### src/rtl/csr_trap_ctrl.sv
// Machine-mode CSR/trap sequencer: runs Zicsr read-modify-write ops and serialises
// ECALL entry / MRET return into one CSR write per cycle, with the fetch redirect.
module csr_trap_ctrl #(
    parameter int              XLEN        = 32,
    parameter logic [XLEN-1:0] ECALL_CAUSE = 32'd11
) (
    input  logic            clk,
    input  logic            rst,
    input  logic            in_valid,
    output logic            in_ready,
    input  logic [2:0]      in_op,
    input  logic [XLEN-1:0] in_pc,
    input  logic [11:0]     in_csr_addr,
    input  logic [XLEN-1:0] in_rs1_data,
    input  logic            in_rs1_zero,
    output logic            csr_we,
    output logic [11:0]     csr_addr,
    output logic [XLEN-1:0] csr_wdata,
    input  logic [XLEN-1:0] csr_rdata,
    input  logic [XLEN-1:0] mstatus_in,
    input  logic [XLEN-1:0] mepc_in,
    input  logic [XLEN-1:0] mtvec_in,
    output logic            wb_valid,
    output logic [XLEN-1:0] wb_data,
    output logic            redirect_valid,
    output logic [XLEN-1:0] redirect_pc,
    output logic            busy
);

    localparam logic [2:0] OP_CSRRW = 3'd0;
    localparam logic [2:0] OP_CSRRS = 3'd1;
    localparam logic [2:0] OP_CSRRC = 3'd2;
    localparam logic [2:0] OP_ECALL = 3'd3;
    localparam logic [2:0] OP_MRET  = 3'd4;

    localparam logic [11:0] ADDR_MSTATUS = 12'h300;
    localparam logic [11:0] ADDR_MEPC    = 12'h341;
    localparam logic [11:0] ADDR_MCAUSE  = 12'h342;

    localparam logic [XLEN-1:0] ALIGN_MASK = ~{{(XLEN-2){1'b0}}, 2'b11};

    typedef enum logic [2:0] {
        IDLE,
        CSR_EXEC,
        TRAP_EPC,
        TRAP_CAUSE,
        TRAP_ST,
        MRET_ST
    } state_t;

    state_t          state_q, state_d;
    logic [2:0]      op_q;
    logic [XLEN-1:0] pc_q;
    logic [11:0]     addr_q;
    logic [XLEN-1:0] rs1_q;
    logic            rs1z_q;
    logic            accept;

    // Trap entry: stash MIE into MPIE, disable interrupts, previous privilege = M.
    function automatic logic [XLEN-1:0] trap_mstatus(input logic [XLEN-1:0] m);
        logic [XLEN-1:0] r;
        r        = m;
        r[7]     = m[3];
        r[3]     = 1'b0;
        r[12:11] = 2'b11;
        return r;
    endfunction

    // Trap return: restore MIE from MPIE, set MPIE, MPP stays M (M-only hart).
    function automatic logic [XLEN-1:0] mret_mstatus(input logic [XLEN-1:0] m);
        logic [XLEN-1:0] r;
        r        = m;
        r[3]     = m[7];
        r[7]     = 1'b1;
        r[12:11] = 2'b11;
        return r;
    endfunction

    assign accept = in_valid && in_ready;

    always_ff @(posedge clk or posedge rst) begin
        if (rst) begin
            state_q <= IDLE;
        end else begin
            state_q <= state_d;
        end
    end

    always_ff @(posedge clk or posedge rst) begin
        if (rst) begin
            op_q   <= '0;
            pc_q   <= '0;
            addr_q <= '0;
            rs1_q  <= '0;
            rs1z_q <= 1'b0;
        end else if (accept) begin
            op_q   <= in_op;
            pc_q   <= in_pc;
            addr_q <= in_csr_addr;
            rs1_q  <= in_rs1_data;
            rs1z_q <= in_rs1_zero;
        end
    end

    always_comb begin
        state_d        = state_q;
        in_ready       = 1'b0;
        busy           = 1'b1;
        csr_we         = 1'b0;
        csr_addr       = '0;
        csr_wdata      = '0;
        wb_valid       = 1'b0;
        wb_data        = '0;
        redirect_valid = 1'b0;
        redirect_pc    = '0;
        case (state_q)
            IDLE: begin
                in_ready = 1'b1;
                busy     = 1'b0;
                if (in_valid) begin
                    case (in_op)
                        OP_CSRRW, OP_CSRRS, OP_CSRRC: state_d = CSR_EXEC;
                        OP_ECALL:                     state_d = TRAP_EPC;
                        OP_MRET:                      state_d = MRET_ST;
                        default:                      state_d = IDLE;
                    endcase
                end
            end
            CSR_EXEC: begin
                csr_addr = addr_q;
                wb_valid = 1'b1;
                wb_data  = csr_rdata;
                case (op_q)
                    OP_CSRRS: begin
                        csr_we    = !rs1z_q;
                        csr_wdata = csr_rdata | rs1_q;
                    end
                    OP_CSRRC: begin
                        csr_we    = !rs1z_q;
                        csr_wdata = csr_rdata & ~rs1_q;
                    end
                    default: begin
                        csr_we    = 1'b1;
                        csr_wdata = rs1_q;
                    end
                endcase
                state_d = IDLE;
            end
            TRAP_EPC: begin
                csr_we    = 1'b1;
                csr_addr  = ADDR_MEPC;
                csr_wdata = pc_q & ALIGN_MASK;
                state_d   = TRAP_CAUSE;
            end
            TRAP_CAUSE: begin
                csr_we    = 1'b1;
                csr_addr  = ADDR_MCAUSE;
                csr_wdata = ECALL_CAUSE;
                state_d   = TRAP_ST;
            end
            TRAP_ST: begin
                csr_we         = 1'b1;
                csr_addr       = ADDR_MSTATUS;
                csr_wdata      = trap_mstatus(mstatus_in);
                redirect_valid = 1'b1;
                redirect_pc    = mtvec_in & ALIGN_MASK;
                state_d        = IDLE;
            end
            MRET_ST: begin
                csr_we         = 1'b1;
                csr_addr       = ADDR_MSTATUS;
                csr_wdata      = mret_mstatus(mstatus_in);
                redirect_valid = 1'b1;
                redirect_pc    = mepc_in;
                state_d        = IDLE;
            end
            default: begin
                state_d = IDLE;
            end
        endcase
    end

endmodule

### config.mk
export PLATFORM = sky130hd
export DESIGN_NAME = csr_trap_ctrl
export DESIGN_NICKNAME = d
export VERILOG_FILES = /design/src/rtl/csr_trap_ctrl.sv
export SDC_FILE = /design/constraint.sdc
export NUM_CORES = 1
export LEC_CHECK = 0
export BUFFER_PORTS_ARGS = -buffer_cell sky130_fd_sc_hd__buf_2
export CAP_MARGIN = 25
export CORE_AREA = 2 2 127 129
export DETAILED_ROUTE_END_ITERATION = 12
export DIE_AREA = 0 0 129 131
export PLACE_DENSITY = 0.68
export SKIP_CTS_REPAIR_TIMING = 1
export SLEW_MARGIN = 10
export SYNTH_ARGS = -nofsm -noshare
export SYNTH_HDL_FRONTEND = slang
export SYNTH_SLANG_ARGS = --single-unit
### constraint.sdc
create_clock -name clk -period 4.2 [get_ports clk]
set_input_delay 0.21 -clock clk [delete_from_list [all_inputs] [get_ports clk]]
set_output_delay 0.21 -clock clk [all_outputs]
set_load 0.01 [all_outputs]
==> flow_metrics.env, run 1 <==
export IMPL_status="complete, but fails checks"
export IMPL_violations="hold timing"
export IMPL_tightest_slew_ns=0.911
export IMPL_crit_required_ns=3.99
export IMPL_preCtsSetupSlack_ns=1.39
export IMPL_power_uw=2740
export IMPL_core_area_sq_um=15600
export IMPL_dr_wl_met3_mm=1.34
export IMPL_gp_congestion=0.860
export IMPL_setup_slack_ns=1.24
export IMPL_hp_class="in -> async"
export IMPL_sw_frac_of_total=0.314
export IMPL_synth_area_leader_cell="dfrtp_1"
export IMPL_p_seq_frac=0.378
export IMPL_drtIter0Drc=280
export IMPL_async_reset_ff_frac=1.00
export IMPL_cp_end_kind="output pin"
export IMPL_hold_viol_final=5
export IMPL_critPathMaxFanout=34
export IMPL_first_pass_iters=8
export IMPL_clock_latency_ns=0.34
export IMPL_drc=0
export IMPL_synth_main_ff_cell="dfrtp_1"
export IMPL_cts_buffers=9
export IMPL_period_minus_slack_ns=2.96
export IMPL_cts_tree="yes"
export IMPL_wl_met1_mm=8.01
export IMPL_wl_met2_mm=10.3
export IMPL_fin_skew_ns=0.00633
export IMPL_relSlewSlack=0.391
export IMPL_powerDensity_nw_per_um2=371
export IMPL_grt_antenna_before_repair=3
export IMPL_vias=5504
export IMPL_syn_area_sq_um=5290
export IMPL_timing_final_crit_share=0.704
export IMPL_grt_pass1_wl_mm=29.4
export IMPL_die_area_sq_um=16900
export IMPL_rsz0062_at_grt="no"
export IMPL_rows=46
export IMPL_clk_pin_slew_worst_paths_ns=0.06
export IMPL_layout_commonest_cell="buf_2"
export IMPL_die_y_um=131
export IMPL_p_leak_uw=0.00351
export IMPL_final_antenna_net_count=0
export IMPL_syn_num_nets=736
export IMPL_p_int_uw=1880
export IMPL_drt_wl_total_mm=20.3
export IMPL_synth_top_cell_area_share=0.383
export IMPL_io_pins=324
export IMPL_area_delta_synth_final_pct=39.6
export IMPL_seq_area_frac_synth=0.383
export IMPL_rr_endpoint="addr_q[11]"
export IMPL_ys_warnings_count=0
export IMPL_dp_final_hpwl_mm=15.0
export IMPL_fmax_mhz=338
export IMPL_cts_root_buf="clkbuf_16"
export IMPL_initial_core_util=0.339
export IMPL_clkPwrFrac=0.317
export IMPL_syn_avg_cell_area_sq_um=10.1
export IMPL_synthCells=523
export IMPL_wl_per_cell_um=19.6
export IMPL_finalMaxSlewViolations=0
export IMPL_cap_violations=0
export IMPL_cts_buffer_depth=2
export IMPL_synth_area_top_cells="dfrtp_1, mux2_2, mux2i_1, o32ai_1, and2_1"
export IMPL_ys_seq_elements=81
export IMPL_rr_worst_depth=4
export IMPL_regToRegSetupSlack_ns=2.13
export IMPL_path_class="reg -> out"
export IMPL_synth_edf_count=0
export IMPL_synth_cell_types=39
export IMPL_io_buffers=317
export IMPL_ir_drop_mv=0.204
export IMPL_cts_sinks=81
export IMPL_nets=1025
export IMPL_grt_use_total=0.231
export IMPL_mostFrequentLayoutCells="buf_2, dfrtp_1, mux2_2"
export IMPL_highest_layer="met4"
export IMPL_finalSetupViolations=0
export IMPL_dieWidth_um=129
export IMPL_start_kind="flop"
export IMPL_grt_max_degree=77
export IMPL_overflow=0
export IMPL_p_comb_frac=0.305
export IMPL_via_per_inst=5.32
export IMPL_r2r_start="state_q[0]"
export IMPL_cp_arrival_ns=2.75
export IMPL_whs_ns=-0.00279
export IMPL_drive_above_1_share=0.505
export IMPL_p_sw_uw=859
export IMPL_grt_pass1_vias=5238
export IMPL_htree_levels=3
export IMPL_fin_setup_tns_ns=0
==> metrics by stage <==
step                      area (sq um)  utilization  cells
final                             7380        0.473   1034
after floorplan                   5290            -    523
after global routing              7380        0.473   1034
after CTS                         7360        0.472   1031
after global placement            7040        0.452   1016
after detailed placement          7040        0.452   1016
==> state kept, by name, indices dropped and copies added (netlist names) <==
name     count
rs1_q       32
pc_q        30
addr_q      12
op_q         3
state_q      3
rs1z_q       1
==> cells in the mapped netlist, types with 2 or more instances <==
library cell and number:
o21ai_0 4, nor2b_1 35, o311ai_0 2, and3b_1 2
a21oi_1 40, and3_1 2, dfrtp_1 81, inv_1 5
o21bai_1 2, a211oi_1 32, o32ai_1 30, nor4bb_1 2
nand2b_1 3, nor2_1 36, clkbuf_1 31, mux2_2 58
a32oi_1 27, buf_2 18, ha_1 2, nand3_1 2
buf_6 2, and2_1 40, mux2i_1 30, nand2_1 3
mux2_1 20
==> how the worst max path moves through the flow <==
| stage | start | end | slack (ns) |
|---|---|---|---|
| 2_1_floorplan | rst | addr_q[0] | 1.91 |
| 3_3_place_gp | state_q[2] | wb_data[22] | 1.47 |
| 3_5_place_dp | state_q[2] | wb_data[11] | 1.39 |
| 4_1_cts | state_q[2] | wb_data[11] | 1.02 |
| 5_1_grt | state_q[2] | wb_data[11] | 1.03 |
| 6_report | state_q[2] | wb_data[11] | 1.24 |
==> area by class of cell <==
type,instances,area (sq um)
Antenna cell,2,5.00
Sequential cell,81,2030
Timing Repair Buffer,331,1710
Clock buffer,12,256
Inverter,5,20.0
Clock inverter,3,65.1
Tap cell,216,270
Multi-Input combinational cell,384,3030
Fill cell,1536,8210
==> power groups by stage <==
stage / clock network (uW) / registers (uW) / logic (uW)
after floorplan: 0 / 1020 / 552
after global placement: 0 / 1040 / 822
after detailed placement: 0 / 1050 / 839
after CTS: 894 / 1030 / 841
after global routing: 922 / 1060 / 920
final: 869 / 1040 / 836
==> layer usage <==
layer	vias to the layer above	GRT usage
met4	0	0.109
met2	233	0.411
met1	2714	0.269
met5	-	0
met3	24	0.0452
li1	2533	-
==> logic make-up after synthesis <==
logic type,after synthesis,synth area share
buffers and inverters,58,0.0489
AOI/OAI and AO/OA,140,0.192
muxes,108,0.223
DFF,81,0.383
xor gates and xnor gates,1,0.00166
adders and majority gates,3,0.00662
and+or+nand+nor,132,0.144
==> critical path, cell delays in order (launching register included) <==
cell	delay, ns
dfrtp_1	0.65
inv_1	0.08
buf_4	0.26
nand3_2	0.10
buf_4	0.38
inv_1	0.35
buf_8	0.26
and2_1	0.17
buf_2	0.14
Power figures use the tool's default switching activity.
==> run 2: changes to the inputs <==
--- a/config.mk
+++ b/config.mk
@@ -7,10 +7,10 @@
 export LEC_CHECK = 0
 export BUFFER_PORTS_ARGS = -buffer_cell sky130_fd_sc_hd__buf_2
 export CAP_MARGIN = 25
-export CORE_AREA = 2 2 127 129
+export CORE_AREA = 2 2 126 128
 export DETAILED_ROUTE_END_ITERATION = 12
-export DIE_AREA = 0 0 129 131
-export PLACE_DENSITY = 0.68
+export DIE_AREA = 0 0 128 130
+export PLACE_DENSITY = 0.71
 export SKIP_CTS_REPAIR_TIMING = 1
 export SLEW_MARGIN = 10
 export SYNTH_ARGS = -nofsm -noshare
==> constraint.sdc (replaced) <==
create_clock -name clk -period 2.7 [get_ports clk]
set_input_delay 0.135 -clock clk [delete_from_list [all_inputs] [get_ports clk]]
set_output_delay 0.135 -clock clk [all_outputs]
set_load 0.01 [all_outputs]
==> flow_metrics.env, run 2 (same netlist as run 1, synthesis figures left out) <==
export IMPL_vias=5480
export IMPL_wl_met2_mm=10.4
export IMPL_grt_antenna_before_repair=4
export IMPL_finalMaxSlewViolations=0
export IMPL_crit_required_ns=2.57
export IMPL_first_pass_iters=5
export IMPL_die_area_sq_um=16600
export IMPL_die_y_um=130
export IMPL_grt_pass1_vias=5313
export IMPL_clock_latency_ns=0.34
export IMPL_hold_viol_final=0
export IMPL_cts_root_buf="clkbuf_16"
export IMPL_fin_setup_tns_ns=0
export IMPL_clkPwrFrac=0.301
export IMPL_preCtsSetupSlack_ns=0.422
export IMPL_path_class="reg -> out"
export IMPL_htree_levels=3
export IMPL_tightest_slew_ns=0.685
export IMPL_nets=1033
export IMPL_overflow=0
export IMPL_clk_pin_slew_worst_paths_ns=0.07
export IMPL_cp_cell_sequence="inv_1 > nand3_2 > clkinvlp_4 > buf_4 > and2_1 > buf_2"
export IMPL_mostFrequentLayoutCells="buf_2, dfrtp_1, mux2_2"
export IMPL_drt_wl_total_mm=20.8
export IMPL_critPathSlowestCell="dfrtp_1"
export IMPL_register_area_sq_um=2030
export IMPL_num_fill_cells=1532
export IMPL_critPathMaxStageDelay_ns=0.52
export IMPL_cts_tree="yes"
export IMPL_setup_slack_ns=0.200
export IMPL_final_antenna_net_count=0
export IMPL_hold_end="rs1_q[1]"
export IMPL_fmax_mhz=400
export IMPL_largest_reg_flops=32
export IMPL_grt_use_total=0.240
export IMPL_rsz0062_at_grt="no"
export IMPL_sw_frac_of_total=0.325
export IMPL_io_pins=324
export IMPL_grt_pass1_wl_mm=30.2
export IMPL_whs_ns=0.00401
export IMPL_drtIter0Drc=223
export IMPL_hp_class="in -> reg"
export IMPL_holdCritStartpoint="in_rs1_data[1]"
export IMPL_rr_worst_depth=5
export IMPL_power_uw=4220
export IMPL_gp_congestion=0.872
export IMPL_finalSetupViolations=0
export IMPL_p_comb_frac=0.316
export IMPL_cts_sinks=81
export IMPL_start_kind="flop"
export IMPL_p_leak_uw=0.00353
export IMPL_r2r_start="state_q[1]"
export IMPL_cp_end_kind="output pin"
export IMPL_reg_top3="rs1_q (32), pc_q (30), addr_q (12)"
export IMPL_final_util=0.480
export IMPL_grt_max_degree=52
export IMPL_wl_met1_mm=8.28
export IMPL_fin_skew_ns=0.00610
export IMPL_p_int_uw=2850
export IMPL_powerDensity_nw_per_um2=569
export IMPL_cts_buffers=9
export IMPL_via_per_inst=5.37
export IMPL_cts_buffer_depth=2
export IMPL_multi_input_area_sq_um=3030
export IMPL_dp_final_hpwl_mm=15.4
export IMPL_drive_above_1_share=0.510
export IMPL_core_area_sq_um=15400
export IMPL_timing_final_crit_share=0.926
export IMPL_whs_path_depth=2
export IMPL_status="completed"
export IMPL_rows=46
export IMPL_ir_drop_mv=0.302
export IMPL_top_register="rs1_q"
export IMPL_cp_arrival_ns=2.36
export IMPL_regToRegSetupSlack_ns=0.56
export IMPL_p_seq_frac=0.384
export IMPL_relSlewSlack=0.544
export IMPL_layout_commonest_cell="buf_2"
export IMPL_rr_endpoint="pc_q[15]"
export IMPL_critPathMaxFanout=26
export IMPL_io_buffers=317
export IMPL_initial_core_util=0.343
export IMPL_highest_layer="met4"
export IMPL_dieWidth_um=128
export IMPL_dr_wl_met3_mm=1.43
export IMPL_p_sw_uw=1370
export IMPL_period_minus_slack_ns=2.50
export IMPL_drc=0
export IMPL_cap_violations=0
export IMPL_area_delta_synth_final_pct=40.1
export IMPL_wl_per_cell_um=20.4
-- run 2: changes by cell type in the layout (fill, tap and decap cells not counted) --
cell,change
buf_4,+6
diode_2,+2
dlygate4sd3_1,+2
buf_12,+1
buf_8,-1
bufinv_16,-1
clkinv_2,+1
clkinvlp_4,+1
inv_1,-1
nand2_1,-1
nand2_2,+1
-- run 2: worst max path at each step --
stage,startpoint,endpoint,slack [ns],cells past startpoint
after CTS,state_q[1],wb_data[5],0.04,6
after global placement,state_q[1],redirect_pc[14],0.46,5
after global routing,state_q[1],csr_addr[5],0.04,6
after detailed placement,state_q[1],wb_data[5],0.42,6
final,state_q[1],wb_data[5],0.20,6
after floorplan,rst,addr_q[0],0.48,1
-- run 2: per-stage QoR --
| stage | instance area, sq um | std cells |
|---|---|---|
| 2_1_floorplan | 5290 | 523 |
| 3_3_place_gp | 7080 | 999 |
| 3_5_place_dp | 7080 | 999 |
| 4_1_cts | 7370 | 1014 |
| 5_1_grt | 7410 | 1020 |
| 6_report | 7410 | 1020 |
-- run 2: power by group through the flow --
| stage | Sequential (uW) | Clock (uW) | Combinational, uW |
|---|---|---|---|
| final | 1620 | 1270 | 1330 |
| after global routing | 1650 | 1350 | 1460 |
| after CTS | 1610 | 1300 | 1330 |
| after detailed placement | 1640 | 0 | 1330 |
| after global placement | 1620 | 0 | 1310 |
| after floorplan | 1580 | 0 | 859 |
-- run 2: cell type report --
cell class,count,share of cell area
Antenna cell,4,0.00135
Clock buffer,12,0.0346
Clock inverter,3,0.00540
Inverter,5,0.00321
Multi-Input combinational cell,384,0.409
Sequential cell,81,0.274
Tap cell,192,0.0324
Timing Repair Buffer,339,0.240
-- run 2: critical path, delay by kind of cell (launching register included) --
family        cells  cell delay, ns
flops             1            0.52
simple gates      2            0.48
buf+inv           4            1.00
-- run 2: routing by layer --
| layer | up-vias | track usage |
|---|---|---|
| met5 | - | 0 |
| met4 | 0 | 0.107 |
| met3 | 26 | 0.0521 |
| met2 | 235 | 0.429 |
| met1 | 2669 | 0.278 |
| li1 | 2550 | - |
==> run 3: changes to the inputs <==
--- a/config.mk
+++ b/config.mk
@@ -5,12 +5,13 @@
 export SDC_FILE = /design/constraint.sdc
 export NUM_CORES = 1
 export LEC_CHECK = 0
+export ABC_AREA = 1
 export BUFFER_PORTS_ARGS = -buffer_cell sky130_fd_sc_hd__buf_2
 export CAP_MARGIN = 25
-export CORE_AREA = 2 2 126 128
+export CORE_AREA = 2 2 125 127
 export DETAILED_ROUTE_END_ITERATION = 12
-export DIE_AREA = 0 0 128 130
-export PLACE_DENSITY = 0.71
+export DIE_AREA = 0 0 127 129
+export PLACE_DENSITY = 0.75
 export SKIP_CTS_REPAIR_TIMING = 1
 export SLEW_MARGIN = 10
 export SYNTH_ARGS = -nofsm -noshare
==> flow_metrics.env, run 3 <==
export IMPL_synth_area_top_cells="dfrtp_1, nand2_1, nor2_1, nand3_1, inv_1"
export IMPL_nets=1398
export IMPL_fmax_mhz=396
export IMPL_async_reset_ff_frac=1.00
export IMPL_start_kind="flop"
export IMPL_hold_viol_final=0
export IMPL_timing_final_crit_share=0.936
export IMPL_synth_area_leader_cell="dfrtp_1"
export IMPL_die_area_sq_um=16400
export IMPL_die_y_um=129
export IMPL_synth_edf_count=0
export IMPL_highest_layer="met5"
export IMPL_io_buffers=317
export IMPL_rows=45
export IMPL_drive_above_1_share=0.335
export IMPL_grt_max_degree=78
export IMPL_overflow=0
export IMPL_dp_final_hpwl_mm=13.9
export IMPL_synth_cell_types=25
export IMPL_first_pass_iters=5
export IMPL_crit_family="buffers and inverters"
export IMPL_path_class="reg -> out"
export IMPL_drc=0
export IMPL_critPathMaxFanout=33
export IMPL_cp_arrival_ns=2.39
export IMPL_cts_buffer_depth=2
export IMPL_syn_num_nets=1112
export IMPL_whs_ns=0.0220
export IMPL_top_register="rs1_q"
export IMPL_io_pins=324
export IMPL_via_per_inst=4.73
export IMPL_wl_met2_mm=9.43
export IMPL_ys_seq_elements=81
export IMPL_cts_root_buf="clkbuf_16"
export IMPL_cap_violations=0
export IMPL_crit_required_ns=2.57
export IMPL_ys_warnings_count=0
export IMPL_tightest_slew_ns=0.964
export IMPL_wl_per_cell_um=13.8
export IMPL_cp_cell_sequence="inv_2 > ha_1 > nand2_1 > inv_2 > a21oi_1 > buf_2"
export IMPL_ir_drop_mv=0.363
export IMPL_yosysMostFrequentCell="nand2_1"
export IMPL_setup_slack_ns=0.172
export IMPL_dr_wl_met3_mm=1.26
export IMPL_grt_use_total=0.222
export IMPL_dieWidth_um=127
export IMPL_area_delta_synth_final_pct=36.4
export IMPL_synthCells=899
export IMPL_grt_pass1_wl_mm=29.0
export IMPL_gp_congestion=0.811
export IMPL_period_minus_slack_ns=2.53
export IMPL_vias=6526
export IMPL_synth_main_ff_cell="dfrtp_1"
export IMPL_grt_pass1_vias=5808
export IMPL_drtIter0Drc=450
export IMPL_wl_met1_mm=8.15
export IMPL_p_leak_uw=0.00441
export IMPL_cp_end_kind="output pin"
export IMPL_largest_reg_flops=32
export IMPL_synth_top_cell_area_share=0.357
export IMPL_final_util=0.516
export IMPL_crit_top_cell="inv_2"
export IMPL_rsz0062_at_grt="no"
export IMPL_syn_area_sq_um=5670
export IMPL_relSlewSlack=0.356
export IMPL_core_area_sq_um=15000
export IMPL_critPathMaxStageDelay_ns=0.70
export IMPL_grt_antenna_before_repair=2
export IMPL_status="completed"
export IMPL_worst_path_buf_inv=3
export IMPL_cts_tree="yes"
export IMPL_synth_common_cells="nand2_1, nor2_1, inv_1"
export IMPL_final_area_sq_um=7730
export IMPL_preCtsSetupSlack_ns=0.533
export IMPL_finalMaxSlewViolations=0
export IMPL_mostFrequentLayoutCells="buf_2, nand2_1, nor2_1"
export IMPL_clk_pin_slew_worst_paths_ns=0.07
export IMPL_drt_wl_total_mm=19.1
export IMPL_htree_levels=3
export IMPL_hp_class="in -> reg"
export IMPL_fin_skew_ns=0.00682
export IMPL_powerDensity_nw_per_um2=550
export IMPL_initial_core_util=0.379
export IMPL_finalSetupViolations=0
export IMPL_cts_sinks=81
export IMPL_fin_setup_tns_ns=0
export IMPL_reg_top3="rs1_q (32), pc_q (30), addr_q (12)"
export IMPL_critPathSlowestCell="inv_2"
export IMPL_final_antenna_net_count=0
export IMPL_seq_area_frac_synth=0.357
export IMPL_layout_commonest_cell="buf_2"
export IMPL_cts_buffers=9
export IMPL_clock_latency_ns=0.35
export IMPL_place_area_sq_um=7380
export IMPL_syn_avg_cell_area_sq_um=6.31
[run 3: final timing paths]
path / startpoint / endpoint / slack, ns / depth (start not counted)
max: state_q[1] / csr_wdata[3] / 0.17 / 6
min: in_pc[9] / pc_q[9] / 0.02 / 3
max reg2reg: state_q[2] / state_q[2] / 1.01 / 8
min reg2reg: pc_q[8] / pc_q[8] / 0.47 / 2
max in group asynchronous: rst / rs1_q[2] / 1.69 / 5
min in group asynchronous: rst / rs1_q[21] / 0.25 / 3
[run 3: metrics by stage]
stage | instances | power [uW]
finish | 1379 | 4250
global route | 1378 | 4540
CTS | 1376 | 4290
detailed placement | 1360 | 3000
global placement | 1360 | 2960
floorplan | 899 | 2500
[run 3: tightest hold or removal path, stage by stage]
cell     delay, ns
buf_2         0.07
nand3_1       0.06
nand2_1       0.06
[run 3: kinds of logic after synthesis]
kind of cell | count (synthesis) | synth area share
buffers and inverters | 183 | 0.136
AO/OA/AOI/OAI | 121 | 0.133
adder cells (fa/ha/maj) | 2 | 0.00441
flip-flops | 81 | 0.357
AND/OR/NAND/NOR | 512 | 0.370
[run 3: report_power, final]
part           internal (uW)  switching (uW)
registers               1460             100
logic                    505             907
clock network            735             545
total                   2700            1550
[run 3: metal layers]
metal / up-vias / GRT usage
met2: 235 / 0.383
li1: 3328 / -
met5: - / 0
met1: 2936 / 0.287
met3: 25 / 0.0511
met4: 2 / 0.0491
[run 3: area by class of cell]
type | instances | area, sq um
Antenna cell | 1 | 2.50
Sequential cell | 81 | 2030
Tap cell | 188 | 235
Inverter | 124 | 469
Fill cell | 1572 | 7240
Timing Repair Buffer | 334 | 1810
Multi-Input combinational cell | 635 | 2880
Clock inverter | 7 | 83.8
Clock buffer | 9 | 225
